$ cat src/rtl/truth_table_sweeper.sv
// Exhaustive truth-table sweeper: drives every N_IN-bit vector in
// ascending order, holds each for HOLD cycles and checks dut_out
// against EXPECT[stim] on the last hold cycle of each vector.
// Ports: clk, rst_n (async, active-low), start, dut_out in;
//        stim, busy, done, err_cnt, first_err_vld, first_err_idx out.
// Optional: define SWEEP_STOP_ON_ERR_EN to end the sweep at the
//           first mismatch.
module truth_table_sweeper #(
  parameter int N_IN = 4,
  parameter int HOLD = 20,
  parameter logic [(1<<N_IN)-1:0] EXPECT = '0
) (
  input  logic            clk,
  input  logic            rst_n,
  input  logic            start,
  input  logic            dut_out,
  output logic [N_IN-1:0] stim,
  output logic            busy,
  output logic            done,
  output logic [N_IN:0]   err_cnt,
  output logic            first_err_vld,
  output logic [N_IN-1:0] first_err_idx
);

  localparam int NV = 1 << N_IN;
  localparam int HW = (HOLD > 1) ? $clog2(HOLD) : 1;

  localparam logic [N_IN-1:0] LAST  = N_IN'(NV - 1);
  localparam logic [HW-1:0]   HLAST = HW'(HOLD - 1);
  localparam logic [HW-1:0]   H_ONE = HW'(1);
  localparam logic [N_IN-1:0] S_ONE = N_IN'(1);
  localparam logic [N_IN:0]   E_ONE = (N_IN+1)'(1);

  typedef enum logic [1:0] {
    IDLE  = 2'd0,
    APPLY = 2'd1,
    DONE  = 2'd2
  } state_t;

  state_t          state_q;
  logic [HW-1:0]   hold_q;
  logic [HW-1:0]   hold_d;
  logic [N_IN-1:0] stim_q;
  logic [N_IN-1:0] stim_d;
  logic [N_IN:0]   err_cnt_q;
  logic [N_IN:0]   err_cnt_d;
  logic            fvld_q;
  logic [N_IN-1:0] fidx_q;
  logic            busy_q;
  logic            done_q;

  logic sample;
  logic miss;
  logic last_vec;
  logic finish;

  assign hold_d    = hold_q + H_ONE;
  assign stim_d    = stim_q + S_ONE;
  assign err_cnt_d = err_cnt_q + E_ONE;

  assign sample   = (hold_q == HLAST);
  assign miss     = dut_out ^ EXPECT[stim_q];
  assign last_vec = (stim_q == LAST);

`ifdef SWEEP_STOP_ON_ERR_EN
  // a mismatch ends the sweep with stim parked on the bad vector
  assign finish = last_vec | miss;
`else
  assign finish = last_vec;
`endif

  always_ff @(posedge clk or negedge rst_n) begin
    if (!rst_n) begin
      state_q   <= IDLE;
      hold_q    <= '0;
      stim_q    <= '0;
      err_cnt_q <= '0;
      fvld_q    <= 1'b0;
      fidx_q    <= '0;
      busy_q    <= 1'b0;
      done_q    <= 1'b0;
    end else begin
      unique case (state_q)
        IDLE, DONE: begin
          if (start) begin
            state_q   <= APPLY;
            hold_q    <= '0;
            stim_q    <= '0;
            err_cnt_q <= '0;
            fvld_q    <= 1'b0;
            fidx_q    <= '0;
            busy_q    <= 1'b1;
            done_q    <= 1'b0;
          end
        end
        APPLY: begin
          if (sample) begin
            if (miss) begin
              err_cnt_q <= err_cnt_d;
              if (!fvld_q) begin
                fvld_q <= 1'b1;
                fidx_q <= stim_q;
              end
            end
            if (finish) begin
              state_q <= DONE;
              busy_q  <= 1'b0;
              done_q  <= 1'b1;
            end else begin
              stim_q <= stim_d;
              hold_q <= '0;
            end
          end else begin
            hold_q <= hold_d;
          end
        end
        default: begin
          state_q <= IDLE;
          busy_q  <= 1'b0;
          done_q  <= 1'b0;
        end
      endcase
    end
  end

  assign stim          = stim_q;
  assign busy          = busy_q;
  assign done          = done_q;
  assign err_cnt       = err_cnt_q;
  assign first_err_vld = fvld_q;
  assign first_err_idx = fidx_q;

endmodule

$ cat config.mk
export PLATFORM = sky130hd
export DESIGN_NAME = truth_table_sweeper
export DESIGN_NICKNAME = d
export VERILOG_FILES = /design/src/rtl/truth_table_sweeper.sv
export SDC_FILE = /design/constraint.sdc
export NUM_CORES = 1
export LEC_CHECK = 0
export CAP_MARGIN = 0
export CORE_AREA = 4 4 60 62
export CTS_CLUSTER_DIAMETER = 60
export DETAILED_ROUTE_END_ITERATION = 8
export DIE_AREA = 0 0 64 66
export GPL_ROUTABILITY_DRIVEN = 0
export SYNTH_ARGS = -nofsm -noshare
export SYNTH_HDL_FRONTEND = slang
export SYNTH_SLANG_ARGS = --single-unit
$ cat constraint.sdc
create_clock -name clk -period 2.1 [get_ports clk]
set_input_delay 0.42 -clock clk [delete_from_list [all_inputs] [get_ports clk]]
set_output_delay 0.42 -clock clk [all_outputs]
set_load 0.005 [all_outputs]
== Yosys cells after proc, flatten, opt, wreduce, memory -nomap -nowiden ==
Memories as Yosys holds them, arrays and structs flattened.
Index checks and enable logic that the tools add are counted.

* Flip-flop bits (word level): 23
* Bits in read-only memories: 16
* Input port bits: 4
* Output and inout bits: 16
* Word-level logic and storage cells: 64
* Memories: 1

{| class="wikitable"
|+ Memories
! name !! words !! bits a word !! read ports !! clocked after Yosys merged registers in !! wr ports !! RTL line !! text
|-
| (no name shown) || 16 || 1 || 1 || 0 || 0 || 62 || <nowiki>assign miss = dut_out ^ EXPECT[stim_q];</nowiki>
|}

* $add $sub $neg: 3
* Magnitude comparators: 1
* Equality and inequality tests: 11
* Mux-type cells: 31
* Bitwise operators: 1
* Reduce and logical (&&, ||, !) cells: 8

{| class="wikitable"
|+ Operator list
! operator !! number
|-
| 2-to-1 mux 5 bit || 5
|-
| 2-to-1 mux 4 bit || 6
|-
| case mux 5 bit (2 select lines) || 2
|-
| case mux 4 bit (2 select lines) || 2
|-
| inequality test 2 bit, second input constant || 6
|-
| adder 5 x 1 -> 5 bit, second input constant || 2
|-
| 2-to-1 mux 1 bit || 9
|-
| AND reduction 4 bit || 2
|-
| 2-to-1 mux 2 bit || 3
|-
| case mux 1 bit (2 select lines) || 3
|-
| AND reduction 3 bit || 2
|-
| equality test 5 bit, second input constant || 1
|-
| < comparator 4 x 5 -> 1 bit, second input constant || 1
|-
| AND reduction 5 bit || 1
|-
| adder 4 x 1 -> 4 bit, second input constant || 1
|-
| equality test 4 bit, second input constant || 1
|-
| case mux 2 bit (2 select lines) || 1
|-
| inequality test 3 bit, second input constant || 1
|-
| equality test 2 x 1 -> 1 bit, second input constant || 1
|-
| equality test 2 bit, second input constant || 1
|-
| logical NOT 2 bit || 1
|-
| nonzero test 2 bit || 1
|-
| OR reduction 2 bit || 1
|-
| bitwise XOR 1 bit || 1
|}

== Longest topological paths before layout ==
* Word-level depth: 6
* Mapped depth: 6
* Mapped depth without buffers: 5

== Worst setup path after synthesis ==
No wires, ideal clock.

* Path kind: register -> register
* Start point: register hold_q[0]
* End point: register hold_q[0]
* Setup time: 0.126 ns
* Data arrival time: 1.412 ns
* Data required time: 1.974 ns
* Path slack: 0.561 ns
* Cell stages (with the launch flop): 7
* Buffers on the path: 1
* Period minus slack after synthesis: 1.539 ns
* Cells stage by stage: dfrtp_1 -> ha_1 -> and4bb_1 -> buf_6 -> nand2_8 -> nand2_2 -> a311o_1

* Cells in the longest elaborated chain, start to end: 3
* Elaborated cells on any way between the ends: 6
* Classes of those cells: 1 x add/sub; 2 x eq/ne; 2 x mux; 1 x reduce/logical

{| class="wikitable"
|+ Ends and longest elaborated chain
! what !! RTL line !! text
|-
| start: declaration || 41 || <nowiki>logic [HW-1:0] hold_q;</nowiki>
|-
| start signal: assignment || 114 || <nowiki>hold_q <= hold_d;</nowiki>
|-
| adder 5 x 1 -> 5 bit / equality test 5 bit (equally long branches) || 57, 61 ||
|-
| 2-to-1 mux 5 bit / inequality test 3 bit (equally long branches) || -- ||
|-
| case mux 5 bit (2 select lines) / AND reduction 3 bit (equally long branches) || -- ||
|}

Parallel ways exist; a longest one is shown, timed or not.
A chain may end at the register's enable or synchronous reset.

== Worst setup path after layout ==
* Start point: register stim_q[0], in the netlist stim[0]
* End point: output stim[0]

{| class="wikitable"
|+ RTL lines
! what !! RTL line !! text
|-
| start: declaration || 43 || <nowiki>logic [N_IN-1:0] stim_q;</nowiki>
|-
| start signal: assignment || 110 || <nowiki>stim_q <= stim_d;</nowiki>
|-
| end: declaration || 17 || <nowiki>output logic [N_IN-1:0] stim,</nowiki>
|}

No word-level cell between the ends.

==> results.tsv <==
stage	metric	value	unit
sta	Min Hold Slack	0.443	ns
synth	Yosys top cell area share	46.9	%
clock_tree	post-CTS setup buffers	0	
clock_tree	post-CTS sizing	0	
finish	Fillers	296	
setup_path	Slowest cell on crit path	clkdlybuf4s50_1	
power_and_ir_drop	LEAKAGE	0.613	nW
route	Iter 0 DRT Violations	43	
synth	Synth Net Count	126	
setup_path	delay-heaviest family, CP	buffers and inverters	
setup_path	Buf/Inv on CP	1	
place	hpwl dp	1800	um
clock_tree	Clk pin slew, worst setup/hold paths	0.13	ns
clock_tree	hold_buf cts	0	
finish	Reg area	551	um2
grt	GRT Overall Usage	13.5	%
clock_tree	CTS Root Cell	clkbuf_4	
synth	sequential area share after synthesis	46.9	%
clock_tree	Clock Path Buffers	2	
setup_path	Worst Path Required	1.68	ns
grt	largest net degree at the start of global routing	23	
job	maxcap violations	0	
route	Avg Vias per Cell	5.19	
clock_tree	worst skew pair latency	0.31	ns
finish	n_diodes	0	
sta	final number of setup-violating endpoints	0	
power_and_ir_drop	Max IR drop VDD	581	uV
synth	EDFF count, synth	0	
route	DRC	0	
floorplan	IO Count	20	
setup_path	worst path cell trace	clkdlybuf4s50_1	
route	DRT Pass-1 Iters	4	
outcome	outcome	finished, final reports clean	
floorplan	Die ar.	4220	um2
sta	endpoints failing hold	0	
finish	Nets	150	
power_and_ir_drop	Power Density	869	nW/um2
floorplan	Initial Utilization	38.8	%
route	Routed WL	2500	um
route	DR WL/cell	13.4	um
worst_hold_path	class of the worst hold path	in2async	
synth	#FFs+latches synth	22	
route	number of routed nets with antenna violations	0	
finish	area taken by multi-input logic gates	571	um2
setup_path	Critical Path AT	1.35	ns
synth	Post-synth ARST share	100	%
sta	Slew Viols, Final	0	
clock_tree	H-tree Lvls	1	
finish	Final Core Density	47.9	%
grt	GR Overflow Total	0	
finish	design area	1450	um2
floorplan	cell row count	20	
finish	final std cells w/o fill	186	
synth	Cell Area, Synth	1170	um2
place	port bufs	19	
sta	fmax	0.566	GHz
synth	Synth area leaders	dfrtp_1, o21ai_0, nand2_1, nand3_1, ha_1	
place	Area after DPL	1420	um2
floorplan	Die Wd	64	um
synth	Main synth FF type	dfrtp_1	
place	Setup WS pre-CTS	0.279	ns
route	DR vias	966	
setup_path	CP Class	reg2out	
floorplan	Chip Height	66	um
sta	Setup TNS	0	ns
synth	count of cell types in the netlist	42	
clock_tree	Num CTS Buffers	3	
clock_tree	CTS Sinks	22	
setup_path	CP Max Fanout	6	
setup_path	CP peak stage delay	0.55	ns
sta	clock skew	0.00526	ns
grt	initial antenna violation count	0	
synth	synth warn	0	
floorplan	Core Region	3030	um2
sta	worst-margin pin slew	0.396	ns
place	dpl cells	182	
clock_tree	CTS tree	built	
setup_path	Critical Path Sink Type	output port	
finish	share of cells above drive strength 1	9.15	%
sta	fin crit share	84.2	%
grt	global-route wire length before repair	4530	um
sta	final setup margin	0.333	ns
grt	vias in the first global route	953	
sta	max_slew headroom	73.4	%
finish	Synth-to-Final Area Change	23.7	%
synth	Mapped Avg Cell Area	9.86	um2
power_and_ir_drop	PnR Total Power	1.26	mW
synth	post-synth top area cell	dfrtp_1	
synth	Post-Syn Instances	119	
sta	RSZ-0062 raised after global routing	false	
sta	post-layout min period	1.77	ns
setup_path	crit start category	flop	
==> final cells by class <==
| class | count | area share (%) |
|---|---|---|
| inverters | 5 | 1.29 |
| well taps | 44 | 3.79 |
| repair buffers | 23 | 15.2 |
| clock buffers | 4 | 2.50 |
| flip-flops and latches | 22 | 37.9 |
| multi-input cells | 88 | 39.3 |
==> kinds of logic after synthesis <==
group	share of synthesized area, %
compound gates	18.4
xor+xnor	0.746
fa+ha+maj	3.20
buf+inv	4.48
flops	46.9
mux	1.71
simple gates	24.5
==> synth_stat cells (all sizes together), types with 2 or more instances <==
| library cell | count |
|---|---|
| ha | 3 |
| buf | 2 |
| a21oi | 5 |
| nand2b | 3 |
| nand3 | 12 |
| nor3b | 2 |
| o31ai | 2 |
| o21a | 2 |
| nand2 | 17 |
| mux2i | 2 |
| clkbuf | 2 |
| inv | 5 |
| nor3 | 4 |
| o21ai | 15 |
| dfrtp | 22 |
| a21o | 2 |
| nor2b | 2 |
==> per-layer routing <==
| layer | global-route usage, % | share of wire, % | vias up |
|---|---|---|---|
| li1 | - | - | 483 |
| met1 | 18.0 | 47 | 460 |
| met2 | 21.9 | 47 | 21 |
| met3 | 3.23 | 5.1 | 2 |
| met4 | 3.23 | 0.80 | 0 |
| met5 | 0 | 0 | - |
==> registers in the layout, indices dropped and copies added, names as in the netlist <==
register       flops
hold_q             5
busy               1
first_err_vld      1
stim               4
state_q            2
first_err_idx      4
err_cnt            5
==> path summary, 6_finish.rpt <==
path                                                    from                            to  slack [ns]  depth (start not counted)
worst max-delay path                     stim[0]$_DFFE_PN0P_                       stim[0]        0.33                          1
worst min-delay path                                   rst_n  first_err_idx[1]$_DFFE_PN0P_        0.44                          2
worst max register to register         hold_q[0]$_DFFE_PN0P_  first_err_idx[2]$_DFFE_PN0P_        0.40                          4
worst min register to register  first_err_idx[0]$_DFFE_PN0P_  first_err_idx[0]$_DFFE_PN0P_        0.53                          2
max in group asynchronous                              rst_n              busy$_DFFE_PN0P_        1.43                          2
min in group clk                first_err_idx[0]$_DFFE_PN0P_  first_err_idx[0]$_DFFE_PN0P_        0.53                          2
==> cells in the final DEF, fill, tap and decap left out, drive strengths merged, types with 3 or more instances in the layout <==
| master | Yosys | layout |
|---|---|---|
| nand2b | 3 | 3 |
| ha | 3 | 3 |
| inv | 5 | 5 |
| clkbuf | 2 | 4 |
| nand2 | 17 | 17 |
| clkdlybuf4s50 | 0 | 19 |
| a21oi | 5 | 5 |
| nand3 | 12 | 12 |
| o21ai | 15 | 15 |
| nor3 | 4 | 4 |
| buf | 2 | 4 |
| dfrtp | 22 | 22 |
==> power breakdown <==
| group | leakage [nW] | internal (mW) | switching [mW] |
|---|---|---|---|
| sequential | 0.292 | 0.509 | 0.115 |
| clock | 0.0210 | 0.106 | 0.133 |
| combinational | 0.299 | 0.219 | 0.179 |
Power figures use the tool's default switching activity.
